File: src/rtl/delay_pkg.sv
// delay_pkg: shared defaults and depth-width helper for the configurable delay line.
package delay_pkg;
   localparam int DATA_WIDH_DEF   = 20;
   localparam int MAX_DEPTH_DEF   = 8;
   localparam int RESET_DEPTH_DEF = 2;
   function automatic int depth_w(input int max_depth);
      return $clog2(max_depth + 1);
   endfunction
endpackage

File: src/rtl/delay_stage.sv
// delay_stage: one enable/data register pair; data loads only on an incoming beat.
module delay_stage
   import delay_pkg::*;
#(
   parameter int DATA_WIDH = DATA_WIDH_DEF
) (
   input  logic                 clk,
   input  logic                 rst_n,
   input  logic                 flush,
   input  logic                 prev_en,
   input  logic [DATA_WIDH-1:0] prev_data,
   output logic                 en,
   output logic [DATA_WIDH-1:0] data
);
   always_ff @(posedge clk or negedge rst_n) begin
      if (!rst_n) begin
         en   <= 1'b0;
         data <= '0;
      end else begin
         en <= prev_en & ~flush;
         if (prev_en) data <= prev_data;
      end
   end
endmodule

File: src/rtl/delay_line_cfg.sv
// delay_line_cfg: enable-qualified delay line with guarded run-time latency 0..MAX_DEPTH,
// synchronous flush and occupancy status.
module delay_line_cfg
   import delay_pkg::*;
#(
   parameter int DATA_WIDH   = DATA_WIDH_DEF,
   parameter int MAX_DEPTH   = MAX_DEPTH_DEF,
   parameter int DEPTH_W     = depth_w(MAX_DEPTH),
   parameter int RESET_DEPTH = RESET_DEPTH_DEF
) (
   input  logic                 clk,
   input  logic                 rst_n,
   input  logic                 en_i,
   input  logic [DATA_WIDH-1:0] data_i,
   input  logic                 flush_i,
   input  logic                 cfg_ld_i,
   input  logic [DEPTH_W-1:0]   cfg_depth_i,
   output logic                 en_o,
   output logic [DATA_WIDH-1:0] data_o,
   output logic [DEPTH_W-1:0]   depth_o,
   output logic                 busy_o,
   output logic                 cfg_err_o
);
   logic [MAX_DEPTH:0]   en_r;
   logic [DATA_WIDH-1:0] data_r [MAX_DEPTH+1];
   logic                 cfg_ok;
   if (MAX_DEPTH < 1 || RESET_DEPTH < 0 || RESET_DEPTH > MAX_DEPTH) begin : g_bad_params
      $error("delay_line_cfg: need MAX_DEPTH >= 1 and 0 <= RESET_DEPTH <= MAX_DEPTH");
   end
   // Index 0 is the live input so depth 0 falls out of the same output mux.
   assign en_r[0]   = en_i & ~flush_i;
   assign data_r[0] = data_i;
   for (genvar k = 1; k <= MAX_DEPTH; k++) begin : g_stage
      delay_stage #(.DATA_WIDH(DATA_WIDH)) u_stage (
         .clk       (clk),
         .rst_n     (rst_n),
         .flush     (flush_i),
         .prev_en   (en_r[k-1]),
         .prev_data (data_r[k-1]),
         .en        (en_r[k]),
         .data      (data_r[k])
      );
   end
   assign en_o   = en_r[depth_o];
   assign data_o = data_r[depth_o];
   assign busy_o = |en_r[MAX_DEPTH:1];
   // Uses pre-flush occupancy, so a load alongside a flush of live beats is refused.
   assign cfg_ok = (cfg_depth_i <= DEPTH_W'(MAX_DEPTH)) && !busy_o && !en_i;
   always_ff @(posedge clk or negedge rst_n) begin
      if (!rst_n) begin
         depth_o   <= DEPTH_W'(RESET_DEPTH);
         cfg_err_o <= 1'b0;
      end else begin
         if (cfg_ld_i && cfg_ok) depth_o <= cfg_depth_i;
         cfg_err_o <= cfg_ld_i & ~cfg_ok;
      end
   end
endmodule

File: config.mk
export PLATFORM = sky130hd
export DESIGN_NAME = delay_line_cfg
export DESIGN_NICKNAME = d
export VERILOG_FILES = /design/src/rtl/delay_pkg.sv /design/src/rtl/delay_stage.sv /design/src/rtl/delay_line_cfg.sv
export SDC_FILE = /design/constraint.sdc
export NUM_CORES = 1
export LEC_CHECK = 0
export BUFFER_PORTS_ARGS = -buffer_cell sky130_fd_sc_hd__buf_2
export CORE_ASPECT_RATIO = 0.9
export CORE_UTILIZATION = 40
export DETAILED_ROUTE_END_ITERATION = 16
export MAX_ROUTING_LAYER = met4
export SLEW_MARGIN = 20
export SYNTH_ARGS = -nofsm -noshare
export SYNTH_HDL_FRONTEND = slang
export SYNTH_SLANG_ARGS = --single-unit
File: constraint.sdc
create_clock -name clk -period 3.3 [get_ports clk]
set_input_delay 0.495 -clock clk [delete_from_list [all_inputs] [get_ports clk]]
set_output_delay 0.495 -clock clk [all_outputs]
set_load 0.05 [all_outputs]
==> metrics.txt, run 1 <==
Setup Buffers After CTS 0; sequential area share after synthesis 0.549; CTS Hold Bufs 0; final worst path period need 3.17 ns; Max Fanout on Critical Path 33; antenna diode count 0; top_reg_cell synth dfrtp_1; GRT Total Usage 0.212; vias in the first global route 5248; worst-margin pin slew 0.789 ns; Clock Latency Late Sink 0.42 ns; Rows 48; area leader, netlist dfrtp_1; I/O pin count 56; top cells by area, synth dfrtp_1 (55%), mux2_2 (26%), mux4_2 (6.0%); Worst Setup Start Kind flop; CTS tree done; Initial Util 0.410; Worst slew margin 0.474; Num CTS Buffers 17; leakage 4.36 nW; # setup viols final 0; post_cts resized 0; Final TNS setup 0 ns; Worst Setup End Kind output pin; Avg WL per Cell 21.2 um; status finished clean; RSZ-0062 raised after global routing false; max-slew violations 0; Synth top area share 0.546; chip height 135 um; DRT antenna net count 0; worst vdd ir 359 uV; Seq cells post-synth 173; final worst setup slack 0.135 ns; CTS clk-pin slew, worst paths 0.07 ns; # port buffers 55; class of the worst hold path in -> async; fin crit share 0.959; Fill cells 1723; remaining global-route overflow 0; CTS root buffer clkbuf_16; Detail Placement HPWL 12800 um; Final Hold Viols 0; Cell Count Post-Placement 875; Area growth syn-to-layout 16.3%; Cell variety after synth 26; via count 4970; final-stage net count 673; Warnings, synthesis 0; fin cells 907; fraction of layout cells with a size suffix above 1 0.490; die area 0.0203 mm2; Post-Syn Area 0.00789 mm2; largest net degree at the start of global routing 83; Detailed Route Iter0 Violations 380; antenna violations before repair 0; max_cap viols 0; worst path required time 2.80 ns; Placer Congestion 0.813; Final Power 6.78 mW; first-pass GRT wire length 30700 um; CTS Buffer Depth 2; pre-CTS WS 0.571 ns; Peak Freq 316 MHz; Syn Area/Cell 13.5 um2; area of the core 0.0192 mm2; vias per cell 5.48; H-tree Lvls 4; die width 150 um; Syn Inst Count 583; Synth async-reset ratio 1.00; Synth Net Count 612; Power Density 739 mW/mm2; drt total wl 19300 um; CP arrival 2.67 ns; most frequent cells after synthesis mux2_2 (181), dfrtp_1 (172), nand2_1 (83); CTS sink count 173; top-count cell post-synth mux2_2; worst clock skew 0.00683 ns; TritonRoute pass-1 iters 4; critical path class reg -> out; number of synthesized flops with an enable pin 0; residual DRC count 0
[where the power goes]
group / switching [mW] / internal (mW)
logic: 0.992 / 0.814
clock network: 0.816 / 1.27
registers: 0.376 / 2.51
total: 2.18 / 4.60
[placed cells by master (no fill, tap or decap), drive strengths merged]
cell / count
mux2: 185
nor2: 21
clkinvlp: 2
clkinv: 3
inv: 3
nor2b: 7
or3: 1
dfrtp: 172
or4: 2
nand2: 83
mux2i: 1
o221ai: 1
dfstp: 1
a21oi: 1
nand3: 1
nor4b: 1
nand2b: 2
a31oi: 1
a21boi: 1
bufinv: 3
buf: 81
mux4: 21
o22ai: 20
clkbuf: 23
o31ai: 20
[cell families after synthesis]
logic type             count (synthesis)  share of synthesized area
muxes                                207                      0.327
DFF                                  173                      0.549
and+or+nand+nor                      118                     0.0638
AOI/OAI and AO/OA                     44                     0.0384
buffers and inverters                 41                     0.0217
[metal layers]
| layer | wire, um | track usage | part of all wire |
|---|---|---|---|
| met5 | 0 | - | 0 |
| met4 | 479 | 0.0859 | 0.025 |
| met3 | 870 | 0.0374 | 0.045 |
| met2 | 8970 | 0.309 | 0.47 |
| met1 | 8930 | 0.292 | 0.46 |
[final timing paths]
path / from / depth (start not counted) / slack, ns / to
max in group asynchronous: rst_n / 2 / 2.36 / g_stage[4].u_stage.data[13]
worst max-delay path: depth_o[0] / 6 / 0.13 / data_o[19]
worst max register to register: g_stage[2].u_stage.en / 4 / 1.18 / depth_o[1]
min in group clk: data_i[11] / 3 / 0.28 / g_stage[1].u_stage.data[11]
worst min-delay path: rst_n / 1 / 0.10 / g_stage[2].u_stage.data[4]
worst min register to register: g_stage[1].u_stage.data[4] / 2 / 0.50 / g_stage[1].u_stage.data[4]
[worst max-delay path: stages, from the launching register on]
cell,delay (ns)
dfrtp_4,0.70
buf_4,0.29
nor4b_4,0.36
buf_4,0.32
nand2_1,0.08
o31ai_1,0.12
buf_2,0.35
[stage by stage]
stage / utilization / cell area (um2) / hold slack, ns
2_1_floorplan: - / 7890 / 0.199
3_3_place_gp: 0.445 / 8550 / 0.470
3_5_place_dp: 0.445 / 8550 / 0.486
4_1_cts: 0.477 / 9170 / 0.144
5_1_grt: 0.477 / 9170 / 0.162
6_report: 0.477 / 9170 / 0.100
[final cells by class]
class	instances	area, um2	share of cell area
clock buffers	23	488	0.0532
repair buffers	81	502	0.0547
well taps	250	313	0.0341
clock inverters	9	133	0.0145
inverters	2	7.51	0.000818
multi-input cells	369	3400	0.370
flip-flops and latches	173	4330	0.473
[state kept, by name (all words and copies together), names as in the netlist]
register,flops
g_stage.u_stage.en,8
g_stage.u_stage.data,160
cfg_err_o,1
depth_o,4
Note: power is estimated with default switching activity, not from simulation.
==> run 2: changes to the inputs <==
--- a/config.mk
+++ b/config.mk
@@ -10,6 +10,7 @@
 export CORE_UTILIZATION = 40
 export DETAILED_ROUTE_END_ITERATION = 16
 export MAX_ROUTING_LAYER = met4
+export REMOVE_ABC_BUFFERS = 1
 export SLEW_MARGIN = 20
 export SYNTH_ARGS = -nofsm -noshare
 export SYNTH_HDL_FRONTEND = slang
==> metrics.txt, run 2 (synthesis results as in run 1) <==
Detail Placement HPWL 11300 um (was 12800 um); drt total wl 18600 um (was 19300 um); Initial Util 0.410 (unchanged); max_cap viols 0 (unchanged); vias in the first global route 5265 (was 5248); antenna violations before repair 0 (unchanged); worst clock skew 0.0102 ns (was 0.00683 ns); die width 150 um (unchanged); Peak Freq 320 MHz (was 316 MHz); Setup Buffers After CTS 0 (unchanged); slowest stage delay, CP 0.86 ns (was 0.70 ns); Avg WL per Cell 20.6 um (was 21.2 um); leading cell type in the layout, fill and taps excluded mux2_2 (unchanged); fin crit share 0.948 (was 0.959); Biggest register g_stage.u_stage.data (unchanged); Fill cells 1700 (was 1723); Buf/Inv on CP 2 (was 3); CTS root buffer clkbuf_16 (unchanged); Reg2Reg Capture Point depth_o[3] (was depth_o[1]); critical path class reg -> out (unchanged); first-pass GRT wire length 29700 um (was 30700 um); Max Fanout on Critical Path 17 (was 33); Worst Setup End Kind output pin (unchanged); Area growth syn-to-layout 16.3% (unchanged); post_cts resized 0 (unchanged); # port buffers 55 (unchanged); die area 0.0203 mm2 (unchanged); residual DRC count 0 (unchanged); biggest regs g_stage.u_stage.data (160), g_stage.u_stage.en (8), depth_o (4) (unchanged); post-layout util 0.477 (unchanged); CP arrival 2.63 ns (was 2.67 ns); Worst slew margin 0.481 (was 0.474); slowest stage cell, crit path dfstp_2 (was dfrtp_4); CTS Hold Bufs 0 (unchanged); Final Hold Viols 0 (unchanged); worst path required time 2.80 ns (about the same); R2R setup slack 1.16 ns (was 1.18 ns); status finished clean (unchanged); Placer Congestion 0.732 (was 0.813); final-stage net count 667 (was 673); chip height 135 um (unchanged); DRT antenna net count 0 (unchanged); worst vdd ir 446 uV (was 359 uV); I/O pin count 56 (unchanged); Largest register FFs 160 (unchanged); most frequent cells in the layout mux2_2 (181), dfrtp_1 (171), nand2_1 (83) (unchanged); Power Density 743 mW/mm2 (was 739 mW/mm2); Clock Latency Late Sink 0.43 ns (was 0.42 ns); remaining global-route overflow 0 (unchanged); Final TNS setup 0 ns (unchanged); final worst path period need 3.13 ns (was 3.17 ns); Worst Setup Start Kind flop (unchanged); design area 0.00917 mm2 (unchanged); leakage 4.34 nW (was 4.36 nW); worst path cell trace nand2_1 > buf_12 > o22ai_1 > o31ai_1 > buf_2 (was buf_4 > nor4b_4 > buf_4 > nand2_1 > o31ai_1 > buf_2); via count 4890 (was 4970); H-tree Lvls 4 (unchanged); antenna diode count 0 (unchanged); GRT Total Usage 0.205 (was 0.212); class of the worst hold path in -> async (unchanged); CTS sink count 173 (unchanged); CTS Buffer Depth 2 (unchanged); largest net degree at the start of global routing 82 (was 83); worst-margin pin slew 0.779 ns (was 0.789 ns); Post-DP Area 0.00851 mm2 (was 0.00855 mm2); Detailed Route Iter0 Violations 284 (was 380); RSZ-0062 raised after global routing false (unchanged); Rows 48 (unchanged); vias per cell 5.43 (was 5.48); fraction of layout cells with a size suffix above 1 0.488 (was 0.490); area of the core 0.0192 mm2 (unchanged); Crit path max-delay family flip-flops (was buffers and inverters); # setup viols final 0 (unchanged); CTS tree done (unchanged); TritonRoute pass-1 iters 4 (unchanged); CTS clk-pin slew, worst paths 0.07 ns (about the same); max-slew violations 0 (unchanged); Num CTS Buffers 17 (unchanged); Setup crit start depth_o[1] (was depth_o[0]); reg2reg start g_stage[1].u_stage.en (was g_stage[2].u_stage.en); Reg2Reg Depth 4 (unchanged)
==> run 2: how the worst max path moves through the flow <==
stage | endpoint | depth (start not counted)
after detailed placement | data_o[13] | 4
after floorplan | data_o[0] | 3
after global routing | data_o[12] | 5
final | data_o[12] | 5
after global placement | data_o[13] | 4
after CTS | data_o[13] | 4
==> run 2: where the power goes <==
group,total [mW],internal (mW),switching [mW]
combinational,1.78,0.815,0.968
clock,2.16,1.28,0.881
sequential,2.87,2.51,0.360
==> run 2: routing by layer <==
layer,up-vias,wire [um],GRT usage
li1,2207,-,-
met1,2539,8680,0.274
met2,122,8590,0.310
met3,22,1020,0.0458
met4,0,267,0.0634
met5,-,0,-
==> run 2: layout make-up <==
| class | instances | area [um2] | share of cell area |
|---|---|---|---|
| sequential | 173 | 4330 | 0.473 |
| clock inverter | 15 | 208 | 0.0226 |
| clock buffer | 17 | 425 | 0.0464 |
| multi-input combinational | 369 | 3400 | 0.370 |
| timing repair buffer | 75 | 489 | 0.0533 |
| tap | 250 | 313 | 0.0341 |
| inverter | 2 | 7.51 | 0.000818 |
==> run 2: metrics by stage <==
| step | instances | power [mW] | hold WS [ns] | setup WS (ns) |
|---|---|---|---|---|
| 2_1_floorplan | 544 | 4.12 | 0.199 | -1.19 |
| 3_3_place_gp | 868 | 4.62 | 0.474 | 0.519 |
| 3_5_place_dp | 868 | 4.69 | 0.484 | 0.516 |
| 4_1_cts | 900 | 6.85 | 0.0774 | 0.0466 |
| 5_1_grt | 901 | 7.15 | 0.100 | 0.0707 |
| 6_report | 901 | 6.81 | 0.0735 | 0.172 |
